File: config.mk
export PLATFORM = sky130hd
export DESIGN_NAME = dmem_arbiter
export DESIGN_NICKNAME = d
export VERILOG_FILES = /design/src/rtl/dmem_arbiter.sv
export SDC_FILE = /design/constraint.sdc
export NUM_CORES = 1
export LEC_CHECK = 0
export ABC_AREA = 1
export ABC_CLOCK_PERIOD_IN_PS = 4040
export CAP_MARGIN = 20
export CORE_ASPECT_RATIO = 0.6
export CORE_MARGIN = 2
export CORE_UTILIZATION = 40
export CTS_CLUSTER_DIAMETER = 200
export DETAILED_ROUTE_END_ITERATION = 10
export DONT_BUFFER_PORTS = 1
export PLACE_DENSITY = 0.55
export REMOVE_ABC_BUFFERS = 1
export SLEW_MARGIN = 40
export SYNTH_ARGS = -nofsm -noshare
export SYNTH_HDL_FRONTEND = slang
export SYNTH_SLANG_ARGS = --single-unit
File: constraint.sdc
create_clock -name clk -period 4.04 [get_ports clk]
set_input_delay 1.01 -clock clk [delete_from_list [all_inputs] [get_ports clk]]
set_output_delay 1.01 -clock clk [all_outputs]
set_load 0.05 [all_outputs]
File: src/rtl/dmem_arbiter.sv
// Two-port data-memory arbiter with byte/half/word access and lane steering.
// Optional round-robin tie-breaking is enabled by defining DMEM_ARB_ROUND_ROBIN_EN.
module dmem_arbiter #(
    parameter int ADDR_W  = 32,
    parameter int WORD_AW = 17
) (
    input  logic               clk,
    input  logic               rst,

    input  logic               p0_valid,
    output logic               p0_ready,
    input  logic               p0_we,
    input  logic [1:0]         p0_size,
    input  logic               p0_uns,
    input  logic [ADDR_W-1:0]  p0_addr,
    input  logic [31:0]        p0_wdata,
    output logic               p0_rvalid,
    output logic [31:0]        p0_rdata,
    output logic               p0_err,

    input  logic               p1_valid,
    output logic               p1_ready,
    input  logic               p1_we,
    input  logic [1:0]         p1_size,
    input  logic               p1_uns,
    input  logic [ADDR_W-1:0]  p1_addr,
    input  logic [31:0]        p1_wdata,
    output logic               p1_rvalid,
    output logic [31:0]        p1_rdata,
    output logic               p1_err,

    output logic [WORD_AW-1:0] mem_widx,
    output logic               mem_we,
    output logic [3:0]         mem_be,
    output logic [31:0]        mem_wdata,
    input  logic [31:0]        mem_rdata
);

    typedef enum logic [1:0] {
        IDLE,
        ACCESS,
        RESP
    } state_t;

    state_t state, state_next;

    logic               grant0, grant1, accept;
    logic               port_q, we_q, uns_q, err_q;
    logic [1:0]         size_q;
    logic [WORD_AW+1:0] addr_q;
    logic [31:0]        wdata_q;
    logic [1:0]         off;
    logic               misalign;
    logic [3:0]         be_lanes;
    logic [31:0]        shifted, load_data, resp_data;

    // Only the word-index bits of the address reach memory.
    logic unused_addr_hi;
    assign unused_addr_hi = ^{p0_addr[ADDR_W-1:WORD_AW+2], p1_addr[ADDR_W-1:WORD_AW+2]};

`ifdef DMEM_ARB_ROUND_ROBIN_EN
    logic last_q;

    // last_q holds the most recently granted port; it starts at 1 so port 0 wins the first tie.
    always_ff @(posedge clk or posedge rst) begin
        if (rst)
            last_q <= 1'b1;
        else if (accept)
            last_q <= grant1;
    end

    always_comb begin
        grant0 = p0_valid;
        grant1 = p1_valid;
        if (p0_valid && p1_valid) begin
            grant0 = last_q;
            grant1 = !last_q;
        end
    end
`else
    always_comb begin
        grant0 = p0_valid;
        grant1 = p1_valid && !p0_valid;
    end
`endif

    assign accept   = (state == IDLE) && (grant0 || grant1);
    assign p0_ready = (state == IDLE) && grant0 && !rst;
    assign p1_ready = (state == IDLE) && grant1 && !rst;

    always_ff @(posedge clk or posedge rst) begin
        if (rst)
            state <= IDLE;
        else
            state <= state_next;
    end

    always_comb begin
        state_next = state;
        case (state)
            IDLE:    if (accept) state_next = ACCESS;
            ACCESS:  state_next = RESP;
            RESP:    state_next = IDLE;
            default: state_next = IDLE;
        endcase
    end

    always_ff @(posedge clk or posedge rst) begin
        if (rst) begin
            port_q  <= 1'b0;
            we_q    <= 1'b0;
            size_q  <= 2'd0;
            uns_q   <= 1'b0;
            addr_q  <= '0;
            wdata_q <= '0;
        end else if (accept) begin
            port_q  <= grant1;
            we_q    <= grant1 ? p1_we    : p0_we;
            size_q  <= grant1 ? p1_size  : p0_size;
            uns_q   <= grant1 ? p1_uns   : p0_uns;
            addr_q  <= grant1 ? p1_addr[WORD_AW+1:0] : p0_addr[WORD_AW+1:0];
            wdata_q <= grant1 ? p1_wdata : p0_wdata;
        end
    end

    assign off      = addr_q[1:0];
    assign misalign = (size_q == 2'd3) ||
                      (size_q == 2'd1 && off[0]) ||
                      (size_q == 2'd2 && off != 2'd0);

    always_comb begin
        be_lanes = 4'h0;
        case (size_q)
            2'd0:    be_lanes = 4'b0001 << off;
            2'd1:    be_lanes = 4'b0011 << off;
            2'd2:    be_lanes = 4'hF;
            default: be_lanes = 4'h0;
        endcase
    end

    // Misaligned requests still present their word index but never enable a lane.
    always_comb begin
        mem_widx  = '0;
        mem_we    = 1'b0;
        mem_be    = 4'h0;
        mem_wdata = '0;
        if (state == ACCESS) begin
            mem_widx = addr_q[WORD_AW+1:2];
            if (!misalign) begin
                mem_we    = we_q;
                mem_be    = be_lanes;
                mem_wdata = wdata_q << {off, 3'b000};
            end
        end
    end

    always_comb begin
        shifted   = mem_rdata >> {off, 3'b000};
        load_data = mem_rdata;
        case (size_q)
            2'd0:    load_data = uns_q ? {24'd0, shifted[7:0]}  : {{24{shifted[7]}}, shifted[7:0]};
            2'd1:    load_data = uns_q ? {16'd0, shifted[15:0]} : {{16{shifted[15]}}, shifted[15:0]};
            default: load_data = mem_rdata;
        endcase
        resp_data = (misalign || we_q) ? 32'd0 : load_data;
    end

    // Each port's rdata register only changes when that port's response is produced.
    always_ff @(posedge clk or posedge rst) begin
        if (rst) begin
            err_q    <= 1'b0;
            p0_rdata <= '0;
            p1_rdata <= '0;
        end else if (state == ACCESS) begin
            err_q <= misalign;
            if (port_q)
                p1_rdata <= resp_data;
            else
                p0_rdata <= resp_data;
        end
    end

    assign p0_rvalid = (state == RESP) && !port_q;
    assign p1_rvalid = (state == RESP) && port_q;
    assign p0_err    = p0_rvalid && err_q;
    assign p1_err    = p1_rvalid && err_q;

endmodule

==> results of run 1 <==
## worst paths after layout
| kind | from | to | slack [ns] |
|---|---|---|---|
| max | addr_q[1] | mem_wdata[18] | 0.39 |
| min | addr_q[2] | addr_q[2] | 0.54 |
| max reg2reg | addr_q[0] | p1_rdata[24] | 1.55 |
| min reg2reg | addr_q[2] | addr_q[2] | 0.54 |
| max in group asynchronous | rst | p1_rdata[2] | 2.71 |
| min in group asynchronous | rst | state[0] | 0.57 |
## power by group
part | total [mW] | switching (mW) | internal, mW
clock | 1.47 | 0.604 | 0.867
combinational | 3.67 | 2.65 | 1.02
sequential | 2.85 | 1.13 | 1.72
total | 7.99 | 4.38 | 3.61
## worst max-delay path, stage by stage, from the launching register on
cell and delay (ns):
dfrtp_1 0.64, nor2_8 0.33, inv_4 0.17, nand2_4 0.11, o21ai_4 0.08, nor2_4 0.15
inv_2 0.18, nor3_1 0.30, buf_4 0.26
## cell usage in the layout (no fill, tap or decap), types with 4 or more instances in the layout
cell,n
o21ai_0,50
o21ai_1,7
nor2_1,89
a21oi_1,37
nor3_1,19
or2_2,5
dfrtp_1,122
clkbuf_16,17
a211oi_1,5
inv_1,56
nand2_1,238
o22ai_1,42
nand3_1,35
a31oi_1,23
a22oi_1,7
nand4_1,32
clkinv_2,4
inv_6,4
nor3_2,5
buf_4,69
o21a_1,7
nand2_2,4
clkinvlp_4,4
inv_2,6
## flip-flops by register name, indices dropped and copies added, names as in the netlist
register and cells:
port_q 1, err_q 1, p1_rdata 32, we_q 1, size_q 2, uns_q 1, state 2, wdata_q 32
p0_rdata 32, addr_q 19
## logic make-up (layout without fill, tap and decap cells)
logic type / after synthesis / count (layout)
and+or+nand+nor: 442 / 442
AOI/OAI and AO/OA: 181 / 181
buffers and inverters: 129 / 168
DFF: 123 / 123
## area by class of cell
class                           instances  area [um2]
Multi-Input combinational cell        623        3038
Fill cell                            1624        8531
Timing Repair Buffer                   71       558.0
Inverter                               65       252.7
Tap cell                              228       285.3
Sequential cell                       123        3079
Clock inverter                         13       118.9
Clock buffer                           19       442.9
## per-layer routing
| layer | vias to the layer above | part of all wire [%] | routed length (um) | GRT usage [%] |
|---|---|---|---|---|
| met5 | - | 0 | 0 | 0 |
| li1 | 2978 | - | - | - |
| met1 | 3065 | 43 | 9453 | 34.16 |
| met4 | 0 | 0.95 | 211 | 6.053 |
| met3 | 23 | 12 | 2635 | 9.703 |
| met2 | 339 | 44 | 9829 | 36.58 |
==> results.cfg, run 1 <==
[clock_tree]
cts_buffers = 17
clk_path_buf_depth = 2
ctsRootBufferMaster = clkbuf_16
cts_resized = 0
cts_setup_buffers = 0
cts_tree = done
clkLatencyLatePin_ns = 0.41
cts_sinks = 123
cts_max_level = 4
cts.reportedPaths.clkPinSlew_ns = 0.06
holdBufCountCts = 0

[logic_synthesis]
synth-edff-count = 0
synth_seq_area_share_pct = 46.01
yosysMostFrequentCell = nand2_1
synth_compound_area_share_pct = 15.73
synth_warnings = 0
netlist_instances = 875
synth_top_family_by_area = simple AND/OR/NAND/NOR gates
synth_common_cells = 238 x nand2_1, 123 x dfrtp_1, 92 x nor2_1
async_flop_share_pct = 100.0
synthTopCellsByArea = dfrtp_1 46%, nand2_1 13%, nor2_1 5.2%
synth_fa_ha_area_share_pct = 0
synth-seq-cells = 123
synth_mux_area_share_pct = 0
synth_xor_area_share_pct = 0
yosys.area.top_type_share_pct = 46.01
avgSynthCellArea_um2 = 7.646
syn_area_um2 = 6690
synth_ff_type = dfrtp_1
yosys.area_share.simple_pct = 29.04
yosysUniqueCellTypes = 34
synth_area_leader_cell = dfrtp_1

[finish]
num_antenna_cells = 0
final_cell_area_um2 = 7775
layout-drive-gt1-share_pct = 15.54
utilization_pct = 47.68
final_cells = 1142
synthToLayoutAreaGrowth_pct = 16.21
layout.nets = 1073

[grt]
grt_pass1_wl_um = 34290
antenna_found_initial = 0
grt-ovfl-total = 0
grt_max_degree = 113
grt_usage_pct = 24.81
grt_pass1_vias = 6245

[detailed_routing]
vias = 6405
first_pass_iters = 5
drt_iter0_markers = 462
wl_per_cell_um = 19.38
ant_nets = 0
post-route-drc-count = 0
viasPerCell = 5.609
finalWirelength_um = 22130

[sta]
period_minus_slack_ns = 3.648
max_freq_mhz = 274.2
tightest_slew_ns = 0.7755
setup_slack_ns = 0.3924
hold_viol_final = 0
final_max_slew_viol_count = 0
fin_hold_ws_ns = 0.5400
setup_tns_ns = 0
post-route-period-util_pct = 90.29
rsz0062_at_grt = no
finalSetupViolCount = 0
max_slew_margin_pct = 48.30
finClkSkew_ns = 0.01365

[critical_path]
cp_max_fo = 17
worstPathRequired_ns = 3.03
cp-end-kind = output pin
crit_type = register to output pin
cp-start-kind = register
reg2reg_depth = 9
worstPathArrival_ns = 2.64

[placed_design]
dp_hpwl_um = 15070
place_congestion = 0.8633
place_inst = 1110
numPortBuffers = 0
dpl_cell_area_um2 = 7212
post-place-ws_ns = 0.8092

[floorplanning]
die_area_um2 = 17810
rows = 36
fp.dieW_um = 171.0
chipHeight_um = 104.2
fp.coreArea_um2 = 16310
ios = 296
start_util_pct = 41.03

[power_and_ir_drop]
leakage_nw = 3.807
fin_total_pwr_mw = 7.993
power_density_nw_per_um2 = 1028
peakVddDrop_uv = 372.6

[status]
status = finished clean

[min_path]
hold_class = register to register
holdPathStages = 2

[flow_run]
maxCapViolCount = 0
(Power assumes the default switching activity.)
==> run 2, diff against run 1 <==
--- a/config.mk
+++ b/config.mk
@@ -14,6 +14,7 @@
 export CTS_CLUSTER_DIAMETER = 200
 export DETAILED_ROUTE_END_ITERATION = 10
 export DONT_BUFFER_PORTS = 1
+export HOLD_SLACK_MARGIN = 0.12
 export PLACE_DENSITY = 0.55
 export REMOVE_ABC_BUFFERS = 1
 export SLEW_MARGIN = 40
==> results of run 2 <==
The final DEF is identical to that of run 1; final timing and power are the same.
